[config.mk]
export PLATFORM = sky130hd
export DESIGN_NAME = vr_responder_flat
export DESIGN_NICKNAME = d
export VERILOG_FILES = /design/src/rtl/vr_responder_if.sv /design/src/rtl/vr_responder.sv /design/src/flat_wrapper.sv
export SDC_FILE = /design/constraint.sdc
export NUM_CORES = 1
export LEC_CHECK = 0
export ABC_AREA = 0
export CAP_MARGIN = 40
export CORE_MARGIN = 2
export CORE_UTILIZATION = 39
export CTS_BUF_LIST = sky130_fd_sc_hd__clkbuf_4
export DETAILED_ROUTE_END_ITERATION = 8
export GPL_ROUTABILITY_DRIVEN = 1
export GPL_TIMING_DRIVEN = 0
export MAX_ROUTING_LAYER = met4
export PLACE_DENSITY = 0.56
export SLEW_MARGIN = 20
export SYNTH_ARGS = -nofsm -noshare
export SYNTH_HDL_FRONTEND = slang
export SYNTH_SLANG_ARGS = --single-unit
[constraint.sdc]
create_clock -name clk -period 4.1 [get_ports clk]
set_clock_uncertainty 0.15 [all_clocks]
set_input_delay 0.41 -clock clk [delete_from_list [all_inputs] [get_ports clk]]
set_output_delay 0.41 -clock clk [all_outputs]
set_load 0.01 [all_outputs]
[src/rtl/vr_responder_if.sv]
// Link + pop-side signal bundle for vr_responder.
// 'slave' is the responder's view; 'master' is the stimulus/consumer environment's view.
interface vr_responder_if #(
  parameter int unsigned DATA  = 32,
  parameter int unsigned DEPTH = 4
);
  localparam int unsigned LW = $clog2(DEPTH + 1);

  logic            valid;
  logic [DATA-1:0] data;
  logic            ready;
  logic            out_valid;
  logic [DATA-1:0] out_data;
  logic            out_ready;
  logic [LW-1:0]   level;
  logic            proto_err;

  modport master (
    output valid, data, out_ready,
    input  ready, out_valid, out_data, level, proto_err
  );

  modport slave (
    input  valid, data, out_ready,
    output ready, out_valid, out_data, level, proto_err
  );
endinterface

[src/rtl/vr_responder.sv]
// Valid/ready link responder: single-cycle ready pulse, FWFT capture FIFO, pop interface.
// Optional: define VR_RESP_PROTO_CHK_EN to enable the sticky end-of-transfer checker (proto_err).
module vr_responder #(
  parameter int unsigned DATA      = 32,
  parameter int unsigned DEPTH     = 4,
  parameter int unsigned READY_DLY = 1
) (
  input logic          clk,
  input logic          reset_n,
  vr_responder_if.slave bus
);
  localparam int unsigned AW = (DEPTH > 1) ? $clog2(DEPTH) : 1;
  localparam int unsigned LW = $clog2(DEPTH + 1);

  typedef enum logic [2:0] {IDLE, WAIT, ACK, DRAIN1, DRAIN2} state_e;

  state_e          state_q, state_d;
  logic [3:0]      cnt_q, cnt_d;
  logic            ready_q;
  logic [DATA-1:0] mem_q [DEPTH];
  logic [AW-1:0]   wr_ptr_q, rd_ptr_q;
  logic [LW-1:0]   level_q, level_d;
  logic            out_valid_q;
  logic            has_space, push, pop;

  assign has_space = (level_q < LW'(DEPTH));

  // State register; ready is registered from the next state so it is high exactly in ACK.
  always_ff @(posedge clk or negedge reset_n) begin
    if (!reset_n) begin
      state_q <= IDLE;
      cnt_q   <= '0;
      ready_q <= 1'b0;
    end else begin
      state_q <= state_d;
      cnt_q   <= cnt_d;
      ready_q <= (state_d == ACK);
    end
  end

  // The IDLE detect cycle counts as the first delay cycle, so ready lands READY_DLY+1 after detect.
  always_comb begin
    state_d = state_q;
    cnt_d   = cnt_q;
    unique case (state_q)
      IDLE: begin
        if (bus.valid) begin
          cnt_d   = 4'(READY_DLY);
          state_d = ((READY_DLY == 0) && has_space) ? ACK : WAIT;
        end
      end
      WAIT: begin
        if (cnt_q > 4'd1) begin
          cnt_d = cnt_q - 4'd1;
        end else begin
          cnt_d = '0;
          if (has_space) state_d = ACK;
        end
      end
      ACK:    state_d = DRAIN1;
      DRAIN1: state_d = DRAIN2;
      DRAIN2: if (!bus.valid) state_d = IDLE;
      default: state_d = IDLE;
    endcase
  end

  always_comb begin
    push    = (state_q == ACK);
    pop     = out_valid_q && bus.out_ready;
    level_d = level_q;
    if (push && !pop)      level_d = level_q + LW'(1);
    else if (!push && pop) level_d = level_q - LW'(1);
  end

  always_ff @(posedge clk or negedge reset_n) begin
    if (!reset_n) begin
      for (int unsigned i = 0; i < DEPTH; i++) mem_q[i] <= '0;
      wr_ptr_q    <= '0;
      rd_ptr_q    <= '0;
      level_q     <= '0;
      out_valid_q <= 1'b0;
    end else begin
      if (push) begin
        mem_q[wr_ptr_q] <= bus.data;
        wr_ptr_q        <= wr_ptr_q + AW'(1);
      end
      if (pop) rd_ptr_q <= rd_ptr_q + AW'(1);
      level_q     <= level_d;
      out_valid_q <= (level_d != '0);
    end
  end

  assign bus.ready     = ready_q;
  assign bus.out_valid = out_valid_q;
  assign bus.out_data  = mem_q[rd_ptr_q];
  assign bus.level     = level_q;

`ifdef VR_RESP_PROTO_CHK_EN
  logic proto_err_q;

  always_ff @(posedge clk or negedge reset_n) begin
    if (!reset_n)                              proto_err_q <= 1'b0;
    else if ((state_q == DRAIN2) && bus.valid) proto_err_q <= 1'b1;
  end

  assign bus.proto_err = proto_err_q;
`else
  assign bus.proto_err = 1'b0;
`endif
endmodule

[src/flat_wrapper.sv]
// flat-port wrapper written by rule: the top's interface ports become plain ports
module vr_responder_flat 
#(
  parameter int unsigned DATA      = 32,
  parameter int unsigned DEPTH     = 4,
  parameter int unsigned READY_DLY = 1
)
  (clk, reset_n, bus_valid, bus_data, bus_out_ready, bus_ready, bus_out_valid, bus_out_data, bus_level, bus_proto_err);
  vr_responder_if #(.DATA(DATA), .DEPTH(DEPTH)) bus_i ();
  input logic clk;
  input logic reset_n;
  input wire logic [$bits(bus_i.valid)-1:0] bus_valid;
  input wire logic [$bits(bus_i.data)-1:0] bus_data;
  input wire logic [$bits(bus_i.out_ready)-1:0] bus_out_ready;
  output wire logic [$bits(bus_i.ready)-1:0] bus_ready;
  output wire logic [$bits(bus_i.out_valid)-1:0] bus_out_valid;
  output wire logic [$bits(bus_i.out_data)-1:0] bus_out_data;
  output wire logic [$bits(bus_i.level)-1:0] bus_level;
  output wire logic [$bits(bus_i.proto_err)-1:0] bus_proto_err;
  assign bus_i.valid = bus_valid;
  assign bus_i.data = bus_data;
  assign bus_i.out_ready = bus_out_ready;
  assign bus_ready = bus_i.ready;
  assign bus_out_valid = bus_i.out_valid;
  assign bus_out_data = bus_i.out_data;
  assign bus_level = bus_i.level;
  assign bus_proto_err = bus_i.proto_err;
  vr_responder #(.DATA(DATA), .DEPTH(DEPTH), .READY_DLY(READY_DLY)) u_core (.clk(clk), .reset_n(reset_n), .bus(bus_i));
endmodule
Word level (Yosys, flattened, before mapping)
Index checks and enable logic that the tools add are counted.
Cells by class
  reduce and logical (&&, ||, !) cells: 10
  equality and inequality tests: 6
  mux-type cells: 16
  order comparisons: 5
  add/subtract/negate cells: 5
  bitwise logic cells: 2
Operators by type and width (count)
  128-bit bitwise mux: 1
  32-bit two-way mux: 3
  32-bit binary-select mux with 2-bit select: 1
  32-bit demux with 2-bit select: 1
  3-bit two-way mux: 6
  3-bit case mux with 5 select lines: 1
  3-bit by 2-bit equality test with 1-bit output, second input constant: 3
  4-bit two-way mux: 2
  4-bit case mux with 2 select lines: 1
  3-bit greater-or-equal comparator, second input constant: 2
  2-bit NOT with 3-bit output: 2
  2-bit by 1-bit adder with 2-bit output, second input constant: 2
  4-bit by 1-bit greater-than comparator with 1-bit output, second input constant: 1
  1-bit logical AND: 4
  4-bit by 1-bit subtractor with 4-bit output, second input constant: 1
  3-bit by 1-bit adder with 3-bit output, second input constant: 1
  3-bit by 1-bit equality test with 1-bit output, second input constant: 1
  3-bit equality test, second input constant: 1
  3-bit logical NOT: 1
  3-bit by 1-bit < comparator with 1-bit output, second input constant: 1
  3-bit < comparator, second input constant: 1
  3-bit nonzero test: 1
  3-bit by 1-bit subtractor with 3-bit output, second input constant: 1
  1-bit logical NOT: 2
  other kinds (3): 3
Word-level totals
  output and inout port bits: 38
  logic and storage cells: 55
  flip-flop bits (word level): 144
  input bits: 36

Logic depth before layout (Yosys ltp)
Gate-level depths: netlist (run 1).
  depth after elaboration: 6
  mapped depth: 6
  gate-level depth less buffers: 6

Worst setup path after synthesis (run 1)
No wires, ideal clock.
  path type: register -> output
  start: reg u_core.rd_ptr_q[0]
  end: out bus_out_data[10]
  stages on the path, launching flop included: 4
  arrival time: 1.356 ns
  buffers on the path: 2
  setup slack: 2.184 ns
  path through: dfrtp_1 > buf_2 > buf_2 > mux4_2
Between the ends
  longest elaborated chain between the ends: 4
Ends and longest elaborated chain
  from (decl): line vr_responder.sv:21  | logic [AW-1:0] wr_ptr_q, rd_ptr_q;
  from (signal assigned): line vr_responder.sv:87  | if (pop) rd_ptr_q <= rd_ptr_q + AW'(1);
  2-bit NOT with 3-bit output (implied by the code): line vr_responder.sv:95  | assign bus.out_data = mem_q[rd_ptr_q];
  32-bit binary-select mux with 2-bit select: line vr_responder.sv:95
  32-bit two-way mux (implied by the code) (2 in a row): line vr_responder.sv:95
  to (decl): line flat_wrapper.sv:17  | output wire logic [$bits(bus_i.out_data)-1:0] bus_out_data;
No other way between the ends. The select of a mux whose other input is x is not followed.

Worst setup path in the final report (run 1)
  start: reg u_core.rd_ptr_q[1]
  end: out bus_out_data[18]
Same word-level chain as after synthesis.

==> report_table.html, run 1 <==
<table>
<tr><th>Metric</th><th>Value</th></tr>
<tr><th colspan="2">STA</th></tr>
<tr><td>Setup repair after global routing missed its margin</td><td>false</td></tr>
<tr><td>Clock period minus final worst setup slack</td><td>3270 ps</td></tr>
<tr><td>Max Slew Vio Count</td><td>0</td></tr>
<tr><td>Total setup violations reported at the end of the flow</td><td>0</td></tr>
<tr><td>Final worst path period share</td><td>79.8%</td></tr>
<tr><td>TNS Setup</td><td>0 ps</td></tr>
<tr><td>Maximum achievable frequency</td><td>0.306 GHz</td></tr>
<tr><td>Slew HR</td><td>51.3%</td></tr>
<tr><td>Fin. Hold Viols</td><td>0</td></tr>
<tr><td>Worst setup margin</td><td>828 ps</td></tr>
<tr><td>Least-Margin Pin Slew</td><td>730 ps</td></tr>
<tr><th colspan="2">Outcome</th></tr>
<tr><td>Run status</td><td>finished, final reports clean</td></tr>
<tr><th colspan="2">Routing</th></tr>
<tr><td>Iter 0 DRT Violations</td><td>123</td></tr>
<tr><td>First drt pass iteration count</td><td>4</td></tr>
<tr><td>Number of remaining DRC errors</td><td>0</td></tr>
<tr><td>Total number of vias</td><td>3668</td></tr>
<tr><td>Vias per cell</td><td>5.04</td></tr>
<tr><td>Antenna violation net count after detailed routing</td><td>0</td></tr>
<tr><td>Final routed wire length divided by cell count</td><td>17.6 um</td></tr>
<tr><td>Post-detailed-routing wire length</td><td>12800 um</td></tr>
<tr><th colspan="2">Clock network</th></tr>
<tr><td>H-Tree Level Count</td><td>4</td></tr>
<tr><td>TritonCTS Buffers</td><td>17</td></tr>
<tr><td>Clock latency on the worst-skew pair</td><td>550 ps</td></tr>
<tr><td>Hold buffer count at CTS</td><td>1</td></tr>
<tr><td>Maximum buffer depth of the clock tree</td><td>2</td></tr>
<tr><td>Clock input transition at the sequential cells of the worst setup and hold paths</td><td>120 ps</td></tr>
<tr><td>Clock tree sinks</td><td>144</td></tr>
<tr><td>Count of buffers added by post-CTS timing repair for setup</td><td>0</td></tr>
<tr><td>Root cell of the clock tree</td><td>clkbuf_4</td></tr>
<tr><td># resized after CTS</td><td>0</td></tr>
<tr><td>TritonCTS clock tree</td><td>built</td></tr>
<tr><th colspan="2">Worst setup path</th></tr>
<tr><td>Signal arrival time at the worst endpoint</td><td>2710 ps</td></tr>
<tr><td>Endpoint of the worst register-to-register path</td><td>u_core.mem_q[65]</td></tr>
<tr><td>Sort of element at the end of the critical path</td><td>output port</td></tr>
<tr><td>Depth of the most critical reg-to-reg path</td><td>6</td></tr>
<tr><td>Maximum net fanout on the critical path</td><td>10</td></tr>
<tr><td>Worst r2r src</td><td>u_core.state_q[2]</td></tr>
<tr><td>Crit Path Class</td><td>flip-flop to output port</td></tr>
<tr><td>Type of element launching the critical path</td><td>flip-flop</td></tr>
<tr><td>Setup slack on the worst flop-to-flop path</td><td>2150 ps</td></tr>
<tr><td>Required time worst endpoint</td><td>3540 ps</td></tr>
<tr><th colspan="2">Logic synthesis</th></tr>
<tr><td>Synth Cell Area</td><td>6470 um^2</td></tr>
<tr><td>Synthesized flop and latch total</td><td>144</td></tr>
<tr><td>Average size of a mapped cell</td><td>16.1 um^2</td></tr>
<tr><td>Share of synthesized area occupied by flip-flops and latches</td><td>55.7%</td></tr>
<tr><td>Post-Synthesis Net Count</td><td>445</td></tr>
<tr><td>Gate Count Post-Synth</td><td>401</td></tr>
<tr><td>Number of warnings reported in the yosys synthesis log</td><td>0</td></tr>
<tr><td>Synth cell types</td><td>38</td></tr>
<tr><th colspan="2">Finish</th></tr>
<tr><td>Fraction of layout cells with a size suffix above 1</td><td>42.8%</td></tr>
<tr><td>Post-route design area</td><td>7850 um^2</td></tr>
<tr><td>Layout net count</td><td>538</td></tr>
<tr><td>Leading cell type in the layout, fill and taps excluded</td><td>dfrtp_1</td></tr>
<tr><td>Post-Route Utilization</td><td>47.8%</td></tr>
<tr><td>P&amp;R area growth vs syn</td><td>21.3%</td></tr>
<tr><td>Commonest cells after routing, fill and taps aside</td><td>dfrtp_1, mux2_2, clkdlybuf4s50_1</td></tr>
<tr><th colspan="2">Global routing</th></tr>
<tr><td>Combined global-route utilization of all metal layers</td><td>16.3%</td></tr>
<tr><td>Vias in the first global route</td><td>4011</td></tr>
<tr><td>Total congestion overflow</td><td>0</td></tr>
<tr><td>Maximum number of pins on one net before global-route repair</td><td>79</td></tr>
<tr><td>Global-route wire length before repair</td><td>21300 um</td></tr>
<tr><td>Number of antenna violations at the first check in global routing</td><td>1</td></tr>
<tr><th colspan="2">Placed design</th></tr>
<tr><td>Gpl congestion</td><td>0.749</td></tr>
<tr><td>Total half-perimeter wirelength after legalization and detailed placement</td><td>8380 um</td></tr>
<tr><td>Post-placement cell area</td><td>7500 um^2</td></tr>
<tr><td>Worst setup timing slack at the placement stage</td><td>1380 ps</td></tr>
<tr><td>I/O Buffers</td><td>72</td></tr>
<tr><th colspan="2">Die</th></tr>
<tr><td>Die Span Y</td><td>133 um</td></tr>
<tr><td>Die footprint</td><td>17600 um^2</td></tr>
<tr><td># IOs</td><td>74</td></tr>
<tr><td>Width of the die</td><td>133 um</td></tr>
<tr><td>Number of cell rows</td><td>47</td></tr>
<tr><td>Initial standard-cell utilization of the core</td><td>39.4%</td></tr>
<tr><td>Core region area</td><td>16400 um^2</td></tr>
<tr><th colspan="2">Run</th></tr>
<tr><td>MaxCap Viol Count</td><td>0</td></tr>
<tr><th colspan="2">Power and ir drop</th></tr>
<tr><td>Power consumption</td><td>0.00612 W</td></tr>
<tr><td>Static Leak</td><td>3.40 nW</td></tr>
<tr><td>Max IR drop VDD</td><td>303 uV</td></tr>
<tr><td>Power density of the placed cells</td><td>780 nW/um^2</td></tr>
<tr><th colspan="2">Worst hold path</th></tr>
<tr><td>Type of the worst min-delay path</td><td>input pin to async pin</td></tr>
</table>
==> per-layer routing <==
metal  share of wire [%]  track usage, %  up-vias  wire [um]
met1                  46            20.6     1934       5970
li1                    -               -     1660          -
met4                 1.3            6.15        0        166
met5                   0               -        -          0
met3                 3.8            4.75       14        484
met2                  48            24.9       60       6220
==> cell usage after synthesis <==
cell	number	area share, %
inv_1	7	0.41
nand3_1	3	0.23
o31ai_1	1	0.12
mux2_2	116	20
buf_4	7	0.81
o32ai_1	1	0.14
clkbuf_1	4	0.23
mux2_4	4	0.93
a32o_1	1	0.15
a31o_1	1	0.14
nand4_1	1	0.097
a21oi_1	1	0.077
or2_2	1	0.097
nand2_1	6	0.35
and4bb_2	1	0.19
mux2i_1	1	0.15
and2b_2	1	0.14
mux4_2	32	11
nand3b_1	2	0.23
nor3b_4	1	0.29
dfrtp_1	144	56
clkbuf_2	2	0.15
nor2_1	7	0.41
buf_2	5	0.39
a2bb2oi_1	1	0.14
mux2_1	8	1.4
ha_1	8	1.5
and2_2	4	0.46
a22oi_1	1	0.12
o21bai_1	1	0.12
buf_6	9	1.6
nor3_1	2	0.15
xnor2_1	5	0.68
a22o_1	2	0.27
and2_4	1	0.14
o21ai_0	7	0.54
conb_1	1	0.058
or4_1	1	0.12
==> cell type report <==
class                   instances  area (um^2)
multi-input cells             223         2640
repair buffers                 74          763
plain buffers                  27          204
diodes                          1         2.50
clock inverters                13          193
flip-flops and latches        144         3600
clock buffers                  19          143
well taps                     220          275
inverters                       7         26.3
fillers                      1432         8560
==> cells by family (layout without fill, tap and decap cells) <==
logic type	after synthesis	after routing	synth area share, %
compound gates	17	17	1.80
flops	144	144	55.7
fa+ha+maj	8	8	1.55
other cells	1	2	0.0579
buf+inv	34	140	3.56
mux	161	161	33.8
simple gates	31	31	2.90
xor+xnor	5	5	0.677
==> where the power goes <==
part | total, W | switching (W) | internal, W | leakage [nW]
sequential | 0.00239 | 0.000333 | 0.00206 | 1.81
combinational | 0.00267 | 0.00101 | 0.00166 | 1.41
clock | 0.00106 | 0.000506 | 0.000551 | 0.187
==> critical path: stages (launching register included) <==
cell	delay, ps
dfrtp_1	340
clkbuf_1	290
clkbuf_1	600
mux4_2	430
clkdlybuf4s50_1	500
==> worst max-delay path by stage <==
| stage | slack (ps) | start | cells after the start | end |
|---|---|---|---|---|
| final | 830 | u_core.rd_ptr_q[1] | 4 | bus_out_data[18] |
| after global placement | -3340 | reset_n | 1 | u_core.mem_q[111] |
| after CTS | 730 | u_core.rd_ptr_q[1] | 4 | bus_out_data[12] |
| after global routing | 580 | u_core.rd_ptr_q[1] | 4 | bus_out_data[12] |
| after detailed placement | 1380 | u_core.rd_ptr_q[1] | 4 | bus_out_data[12] |
| after floorplan | 2180 | u_core.rd_ptr_q[0] | 3 | bus_out_data[10] |
==> metrics by stage <==
step,hold WS (ps),instances
2_1_floorplan,-35.6,401
4_1_cts,198,727
5_1_grt,224,728
6_report,219,728
3_3_place_gp,314,693
3_5_place_dp,244,694
==> state kept, by name, indices dropped and copies added, names as in the netlist <==
register and flops:
u_core.mem_q 128, u_core.cnt_q 4, u_core.bus.level 3, u_core.state_q 3
u_core.rd_ptr_q 2, u_core.wr_ptr_q 2, u_core.bus.out_valid 1, u_core.bus.ready 1
Note: power is estimated with default switching activity, not from simulation.
==> inputs of run 2 (changes only) <==
clock period = 3.43 ns   (was 4.1 ns; I/O delays follow)
==> report_table.html, run 2 (synthesized netlist as in run 1, its figures left out) <==
<table>
<tr><th>Metric</th><th>Value</th></tr>
<tr><th colspan="2">Die</th></tr>
<tr><td>Core region area</td><td>16400 um^2 (unchanged)</td></tr>
<tr><td>Width of the die</td><td>133 um (unchanged)</td></tr>
<tr><td>Die Span Y</td><td>133 um (unchanged)</td></tr>
<tr><td>Number of cell rows</td><td>47 (unchanged)</td></tr>
<tr><td>Initial standard-cell utilization of the core</td><td>39.4% (unchanged)</td></tr>
<tr><td># IOs</td><td>74 (unchanged)</td></tr>
<tr><td>Die footprint</td><td>17600 um^2 (unchanged)</td></tr>
<tr><th colspan="2">Placed design</th></tr>
<tr><td>Total half-perimeter wirelength after legalization and detailed placement</td><td>8380 um (unchanged)</td></tr>
<tr><td>Dpl cells</td><td>694 (unchanged)</td></tr>
<tr><td>Worst setup timing slack at the placement stage</td><td>774 ps (-603 ps)</td></tr>
<tr><td>I/O Buffers</td><td>72 (unchanged)</td></tr>
<tr><td>Gpl congestion</td><td>0.749 (unchanged)</td></tr>
<tr><th colspan="2">Global routing</th></tr>
<tr><td>Global-route wire length before repair</td><td>21300 um (unchanged)</td></tr>
<tr><td>Vias in the first global route</td><td>4011 (unchanged)</td></tr>
<tr><td>Total congestion overflow</td><td>0 (unchanged)</td></tr>
<tr><td>Number of antenna violations at the first check in global routing</td><td>1 (unchanged)</td></tr>
<tr><td>Maximum number of pins on one net before global-route repair</td><td>79 (unchanged)</td></tr>
<tr><td>Combined global-route utilization of all metal layers</td><td>16.3% (unchanged)</td></tr>
<tr><th colspan="2">Worst setup path</th></tr>
<tr><td>Worst path bufs/invs</td><td>3 (unchanged)</td></tr>
<tr><td>Depth of the most critical reg-to-reg path</td><td>6 (unchanged)</td></tr>
<tr><td>Highest-delay cell along the critical path</td><td>clkbuf_1</td></tr>
<tr><td>Cell mode on critical path</td><td>clkbuf_1</td></tr>
<tr><td>Crit Path Class</td><td>flip-flop to output port</td></tr>
<tr><td>Type of element launching the critical path</td><td>flip-flop</td></tr>
<tr><td>Ordered cell list for the critical path</td><td>clkbuf_1 -&gt; clkbuf_1 -&gt; mux4_2 -&gt; clkdlybuf4s50_1</td></tr>
<tr><td>Signal arrival time at the worst endpoint</td><td>2690 ps (-20 ps)</td></tr>
<tr><td>Peak per-stage delay on the critical path</td><td>590 ps (about the same)</td></tr>
<tr><td>Cell class contributing the biggest share of worst-path delay</td><td>buffers and inverters</td></tr>
<tr><td>Critical path depth in cells</td><td>4 (unchanged)</td></tr>
<tr><td>Sort of element at the end of the critical path</td><td>output port</td></tr>
<tr><td>Required time worst endpoint</td><td>2940 ps (-600 ps)</td></tr>
<tr><td>Maximum net fanout on the critical path</td><td>10 (unchanged)</td></tr>
<tr><th colspan="2">Power and ir drop</th></tr>
<tr><td>Internal power summed over all cells</td><td>0.00511 W (+20%)</td></tr>
<tr><td>Logic gate share of total power</td><td>43.7% (about the same)</td></tr>
<tr><td>Power density of the placed cells</td><td>932 nW/um^2 (+20%)</td></tr>
<tr><td>Max IR drop VDD</td><td>362 uV (+20%)</td></tr>
<tr><td>Switching pwr</td><td>0.00221 W (+19%)</td></tr>
<tr><td>Switching portion of total power</td><td>30.2% (about the same)</td></tr>
<tr><td>Sequential share of power</td><td>39.1% (about the same)</td></tr>
<tr><td>Static Leak</td><td>3.41 nW (about the same)</td></tr>
<tr><td>Clock network fraction of design power</td><td>17.3% (about the same)</td></tr>
<tr><th colspan="2">Finish</th></tr>
<tr><td>Top register by number of flip-flops</td><td>u_core.mem_q</td></tr>
<tr><td>Top Registers</td><td>u_core.mem_q (128), u_core.cnt_q (4)</td></tr>
<tr><td>Leading cell type in the layout, fill and taps excluded</td><td>dfrtp_1</td></tr>
<tr><td>Non-Filler Instances</td><td>728 (unchanged)</td></tr>
<tr><td>Count of filler cells inserted in the layout</td><td>1434 (+0.14%)</td></tr>
<tr><td>Post-Route Utilization</td><td>47.8% (about the same)</td></tr>
<tr><td>Layout net count</td><td>538 (unchanged)</td></tr>
<tr><td>Fraction of layout cells with a size suffix above 1</td><td>43.0% (+0.20 points)</td></tr>
<tr><td>P&amp;R area growth vs syn</td><td>21.3% (about the same)</td></tr>
<tr><td>Commonest cells after routing, fill and taps aside</td><td>dfrtp_1, mux2_2, clkdlybuf4s50_1</td></tr>
<tr><td>Flip-flop count of the largest register, all copies and words added</td><td>128 (unchanged)</td></tr>
<tr><th colspan="2">Routing</th></tr>
<tr><td>Total number of vias</td><td>3679 (+0.30%)</td></tr>
<tr><td>Vias per cell</td><td>5.05 (+0.30%)</td></tr>
<tr><td>Antenna violation net count after detailed routing</td><td>0 (unchanged)</td></tr>
<tr><td>Number of remaining DRC errors</td><td>0 (unchanged)</td></tr>
<tr><td>First drt pass iteration count</td><td>5 (+1)</td></tr>
<tr><td>Iter 0 DRT Violations</td><td>123 (unchanged)</td></tr>
<tr><td>Final routed wire length divided by cell count</td><td>17.6 um (-0.11%)</td></tr>
<tr><td>Post-detailed-routing wire length</td><td>12800 um (-0.11%)</td></tr>
<tr><th colspan="2">Clock network</th></tr>
<tr><td>Clock tree sinks</td><td>144 (unchanged)</td></tr>
<tr><td>TritonCTS clock tree</td><td>built</td></tr>
<tr><td>Clock latency on the worst-skew pair</td><td>540 ps (about the same)</td></tr>
<tr><td>H-Tree Level Count</td><td>4 (unchanged)</td></tr>
<tr><td>Maximum buffer depth of the clock tree</td><td>2 (unchanged)</td></tr>
<tr><td>Clock input transition at the sequential cells of the worst setup and hold paths</td><td>120 ps (about the same)</td></tr>
<tr><td>TritonCTS Buffers</td><td>17 (unchanged)</td></tr>
<tr><td>Root cell of the clock tree</td><td>clkbuf_4</td></tr>
<tr><th colspan="2">STA</th></tr>
<tr><td>Least-Margin Pin Slew</td><td>706 ps (-23.9 ps)</td></tr>
<tr><td>Total setup violations reported at the end of the flow</td><td>0 (unchanged)</td></tr>
<tr><td>Worst hold margin</td><td>155 ps (-63.3 ps)</td></tr>
<tr><td>Fin. Hold Viols</td><td>0 (unchanged)</td></tr>
<tr><td>Maximum achievable frequency</td><td>0.314 GHz</td></tr>
<tr><td>Worst setup margin</td><td>247 ps (-581 ps)</td></tr>
<tr><td>Max Slew Vio Count</td><td>0 (unchanged)</td></tr>
<tr><td>Clock period minus final worst setup slack</td><td>3180 ps</td></tr>
<tr><td>Final worst path period share</td><td>92.8%</td></tr>
<tr><td>Slew HR</td><td>52.9% (+1.6 points)</td></tr>
<tr><td>Setup repair after global routing missed its margin</td><td>false</td></tr>
<tr><th colspan="2">Run</th></tr>
<tr><td>MaxCap Viol Count</td><td>0 (unchanged)</td></tr>
<tr><th colspan="2">Outcome</th></tr>
<tr><td>Run status</td><td>finished, final reports clean</td></tr>
<tr><th colspan="2">Worst hold path</th></tr>
<tr><td>Type of the worst min-delay path</td><td>input pin to async pin</td></tr>
</table>
## run 2: metrics by stage
step           power [W]  area, um^2  TNS (ps)
2_1_floorplan    0.00486        6470         0
3_3_place_gp     0.00604        7470   -566830
3_5_place_dp     0.00615        7500         0
4_1_cts          0.00745        7850         0
5_1_grt          0.00781        7850         0
6_report         0.00732        7850         0
## run 2: timing repair
| item | in CTS | in global routing |
|---|---|---|
| buffers inserted | 0 | 0 |
| hold buffers | 1 | 0 |
| endpoints found under the setup margin | 0 | 3 |
| endpoints found under the hold margin | 66 | 0 |
| gates resized for setup | 0 | 2 |
## run 2: power groups by stage
stage / registers, W / clock network [W] / logic [W]
floorplan: 0.00278 / 0 / 0.00208
global placement: 0.00286 / 0 / 0.00318
detailed placement: 0.00290 / 0 / 0.00325
CTS: 0.00286 / 0.00132 / 0.00327
global route: 0.00296 / 0.00139 / 0.00346
finish: 0.00286 / 0.00126 / 0.00320
## run 2: worst paths after layout
| check | from | end | slack [ps] |
|---|---|---|---|
| worst min register to register | u_core.mem_q[24] | u_core.mem_q[24] | 350 |
| worst max-delay path | u_core.rd_ptr_q[1] | bus_out_data[6] | 250 |
| min in group clk | bus_valid | u_core.state_q[2] | 280 |
| worst min-delay path | reset_n | u_core.cnt_q[1] | 160 |
| max in group asynchronous | reset_n | u_core.mem_q[81] | 2200 |
| worst max register to register | u_core.state_q[2] | u_core.mem_q[65] | 1480 |
## run 2: area by class of cell
| cell class | count | area, um^2 | share of cell area, % |
|---|---|---|---|
| clock inverters | 13 | 193 | 2.45 |
| flip-flops and latches | 144 | 3600 | 45.9 |
| multi-input cells | 223 | 2640 | 33.6 |
| well taps | 220 | 275 | 3.51 |
| diodes | 1 | 2.50 | 0.0319 |
| clock buffers | 19 | 143 | 1.82 |
| repair buffers | 74 | 763 | 9.72 |
| inverters | 7 | 26.3 | 0.335 |
| plain buffers | 27 | 205 | 2.61 |
## run 2: routing by layer
layer / global-route usage, % / part of all wire (%) / up-vias
met4: 6.15 / 1.4 / 0
met1: 20.6 / 47 / 1932
met5: - / 0 / -
li1: - / - / 1659
met2: 24.9 / 48 / 71
met3: 4.75 / 3.9 / 17
## run 2: worst register-to-register path, stage by stage (launching register included)
cell and delay [ps]:
dfrtp_1 470, nor3b_4 240, buf_6 160, and2_2 150, buf_6 130, buf_6 180, mux2_2 350
==> inputs of run 3 (changes only) <==
GPL_TIMING_DRIVEN = default   (was 0)
RECOVER_POWER = 50   (was default)
==> report_table.html, run 3 (synthesized netlist as in run 1, its figures left out) <==
<table>
<tr><th>Metric</th><th>Value</th></tr>
<tr><th colspan="2">Outcome</th></tr>
<tr><td>Run status</td><td>finished with violations</td></tr>
<tr><td>Violations in the final reports</td><td>max-capacitance violations, max-slew violations</td></tr>
<tr><th colspan="2">Clock network</th></tr>
<tr><td>Count of buffers added by post-CTS timing repair for setup</td><td>0 (unchanged)</td></tr>
<tr><td>TritonCTS Buffers</td><td>17 (unchanged)</td></tr>
<tr><td>TritonCTS clock tree</td><td>built</td></tr>
<tr><td>Maximum buffer depth of the clock tree</td><td>2 (unchanged)</td></tr>
<tr><td>Clock latency on the worst-skew pair</td><td>530 ps (about the same)</td></tr>
<tr><td>Clock input transition at the sequential cells of the worst setup and hold paths</td><td>110 ps (about the same)</td></tr>
<tr><td>Root cell of the clock tree</td><td>clkbuf_4</td></tr>
<tr><td># resized after CTS</td><td>0 (unchanged)</td></tr>
<tr><td>Clock tree sinks</td><td>144 (unchanged)</td></tr>
<tr><td>H-Tree Level Count</td><td>4 (unchanged)</td></tr>
<tr><th colspan="2">Die</th></tr>
<tr><td>Die footprint</td><td>17600 um^2 (unchanged)</td></tr>
<tr><td>Initial standard-cell utilization of the core</td><td>39.4% (unchanged)</td></tr>
<tr><td>Number of cell rows</td><td>47 (unchanged)</td></tr>
<tr><td># IOs</td><td>74 (unchanged)</td></tr>
<tr><td>Width of the die</td><td>133 um (unchanged)</td></tr>
<tr><td>Core region area</td><td>16400 um^2 (unchanged)</td></tr>
<tr><td>Die Span Y</td><td>133 um (unchanged)</td></tr>
<tr><th colspan="2">Finish</th></tr>
<tr><td>Flip-flop count of the largest register, all copies and words added</td><td>128 (unchanged)</td></tr>
<tr><td>Top Registers</td><td>u_core.mem_q (128), u_core.cnt_q (4)</td></tr>
<tr><td>Layout net count</td><td>519 (-3.5%)</td></tr>
<tr><td>P&amp;R area growth vs syn</td><td>19.1%</td></tr>
<tr><td>Commonest cells after routing, fill and taps aside</td><td>dfrtp_1, mux2_2, clkdlybuf4s50_1</td></tr>
<tr><td>Non-Filler Instances</td><td>709 (-2.6%)</td></tr>
<tr><td>Leading cell type in the layout, fill and taps excluded</td><td>dfrtp_1</td></tr>
<tr><td>Top register by number of flip-flops</td><td>u_core.mem_q</td></tr>
<tr><td>Fraction of layout cells with a size suffix above 1</td><td>41.2% (-1.8 points)</td></tr>
<tr><td>Post-route design area</td><td>7710 um^2 (-1.8%)</td></tr>
<tr><th colspan="2">Worst setup path</th></tr>
<tr><td>Worst path bufs/invs</td><td>2 (-1)</td></tr>
<tr><td>Worst r2r src</td><td>u_core.state_q[0]</td></tr>
<tr><td>Crit Path Class</td><td>flip-flop to output port</td></tr>
<tr><td>Maximum net fanout on the critical path</td><td>26 (+16)</td></tr>
<tr><td>Peak per-stage delay on the critical path</td><td>580 ps (about the same)</td></tr>
<tr><td>Critical path launch point</td><td>u_core.rd_ptr_q[0]</td></tr>
<tr><td>Required time worst endpoint</td><td>2940 ps (about the same)</td></tr>
<tr><td>Sort of element at the end of the critical path</td><td>output port</td></tr>
<tr><td>Signal arrival time at the worst endpoint</td><td>2460 ps (-230 ps)</td></tr>
<tr><td>Type of element launching the critical path</td><td>flip-flop</td></tr>
<tr><td>Cell class contributing the biggest share of worst-path delay</td><td>buffers and inverters</td></tr>
<tr><td>Ordered cell list for the critical path</td><td>buf_12 -&gt; mux4_2 -&gt; clkdlybuf4s50_1</td></tr>
<tr><td>Highest-delay cell along the critical path</td><td>dfrtp_2</td></tr>
<tr><th colspan="2">Placed design</th></tr>
<tr><td>Total half-perimeter wirelength after legalization and detailed placement</td><td>8150 um (-2.8%)</td></tr>
<tr><td>Dpl cells</td><td>675 (-2.7%)</td></tr>
<tr><td>Gpl congestion</td><td>0.663 (-11%)</td></tr>
<tr><td>Post-placement cell area</td><td>7410 um^2 (-1.2%)</td></tr>
<tr><td>I/O Buffers</td><td>72 (unchanged)</td></tr>
<tr><th colspan="2">Global routing</th></tr>
<tr><td>Number of antenna violations at the first check in global routing</td><td>1 (unchanged)</td></tr>
<tr><td>Combined global-route utilization of all metal layers</td><td>16.3% (about the same)</td></tr>
<tr><td>Global-route wire length before repair</td><td>21400 um (+0.62%)</td></tr>
<tr><td>Total congestion overflow</td><td>0 (unchanged)</td></tr>
<tr><td>Maximum number of pins on one net before global-route repair</td><td>79 (unchanged)</td></tr>
<tr><td>Vias in the first global route</td><td>3938 (-1.8%)</td></tr>
<tr><th colspan="2">Power and ir drop</th></tr>
<tr><td>Static Leak</td><td>3.29 nW (-3.4%)</td></tr>
<tr><td>Max IR drop VDD</td><td>408 uV (+13%)</td></tr>
<tr><td>Power density of the placed cells</td><td>927 nW/um^2 (-0.52%)</td></tr>
<tr><th colspan="2">Routing</th></tr>
<tr><td>Number of remaining DRC errors</td><td>0 (unchanged)</td></tr>
<tr><td>Vias per cell</td><td>5.02 (-0.61%)</td></tr>
<tr><td>Post-detailed-routing wire length</td><td>12800 um (-0.15%)</td></tr>
<tr><td>Iter 0 DRT Violations</td><td>120 (-2.4%)</td></tr>
<tr><td>Antenna violation net count after detailed routing</td><td>0 (unchanged)</td></tr>
<tr><td>First drt pass iteration count</td><td>4 (-1)</td></tr>
<tr><td>Final routed wire length divided by cell count</td><td>18.1 um (+2.5%)</td></tr>
<tr><td>Total number of vias</td><td>3561 (-3.2%)</td></tr>
<tr><th colspan="2">STA</th></tr>
<tr><td>Total setup violations reported at the end of the flow</td><td>0 (unchanged)</td></tr>
<tr><td>Fin. Hold Viols</td><td>0 (unchanged)</td></tr>
<tr><td>Maximum achievable frequency</td><td>0.338 GHz (+7.7%)</td></tr>
<tr><td>TNS Setup</td><td>0 ps (unchanged)</td></tr>
<tr><td>Max Slew Vio Count</td><td>78 (+78)</td></tr>
<tr><td>Setup repair after global routing missed its margin</td><td>false</td></tr>
<tr><td>Slew HR</td><td>-29.5% (-82 points)</td></tr>
<tr><td>Worst hold margin</td><td>302 ps (+146 ps)</td></tr>
<tr><td>Least-Margin Pin Slew</td><td>1940 ps (+1240 ps)</td></tr>
<tr><td>Clock period minus final worst setup slack</td><td>2950 ps (-228 ps)</td></tr>
<tr><td>Final worst path period share</td><td>86.1% (-6.7 points)</td></tr>
<tr><th colspan="2">Worst hold path</th></tr>
<tr><td>Worst hold start</td><td>bus_valid</td></tr>
<tr><td>Type of the worst min-delay path</td><td>input pin to flip-flop</td></tr>
<tr><th colspan="2">Run</th></tr>
<tr><td>MaxCap Viol Count</td><td>1 (+1)</td></tr>
</table>
[run 3: changes by cell type in the layout (fill, tap and decap cells not counted), moves of 3 or more]
cell,previous run,this run
dlygate4sd3_1,1,4
buf_2,5,0
clkdlybuf4s50_1,71,68
buf_12,0,6
buf_4,7,2
buf_6,9,0
[run 3: area by class of cell]
type / count / area (um^2)
diodes: 1 / 2.50
flip-flops and latches: 144 / 3610
well taps: 220 / 275
multi-input cells: 223 / 2640
clock inverters: 15 / 168
inverters: 7 / 26.3
repair buffers: 82 / 865
clock buffers: 17 / 128
fillers: 1414 / 8700
[run 3: per-layer routing]
metal  routed length (um)  GRT usage (%)  up-vias
met2                 6130           25.0       62
li1                     -              -     1628
met3                  506           4.29       11
met4                  139           4.66        0
met5                    0              -        -
met1                 6040           21.5     1860
[run 3: path summary, 6_finish.rpt]
| check | endpoint | slack [ps] | cells past startpoint |
|---|---|---|---|
| min in group asynchronous | u_core.mem_q[33] | 740 | 2 |
| max in group asynchronous | u_core.mem_q[101] | 790 | 3 |
| worst max register to register | u_core.mem_q[101] | 1020 | 4 |
| worst min register to register | u_core.mem_q[63] | 340 | 1 |
| worst max-delay path | bus_out_data[13] | 480 | 3 |
| worst min-delay path | u_core.state_q[2] | 300 | 3 |
[run 3: stage by stage]
stage	power, W	utilization, %	setup WS (ps)
2_1_floorplan	0.00486	-	1580
4_1_cts	0.00727	47.0	393
3_5_place_dp	0.00612	45.2	1010
3_3_place_gp	0.00604	45.2	1010
6_report	0.00715	47.0	476
5_1_grt	0.00762	47.0	252
[run 3: worst register-to-register path, cell delays in order (launching register included)]
cell	delay, ps
dfrtp_1	530
nor3b_4	480
and2_2	530
buf_12	260
mux2_2	360
[run 3: power by group]
group / switching [W] / internal (W) / leakage, nW
clock network: 0.000622 / 0.000501 / 0.157
registers: 0.000513 / 0.00246 / 1.81
logic: 0.00109 / 0.00196 / 1.32
total: 0.00222 / 0.00492 / 3.29
[run 3: what timing repair did]
item	CTS	global route
endpoints found under the hold margin	76	0
setup endpoints to repair	0	0
hold buffers	1	0
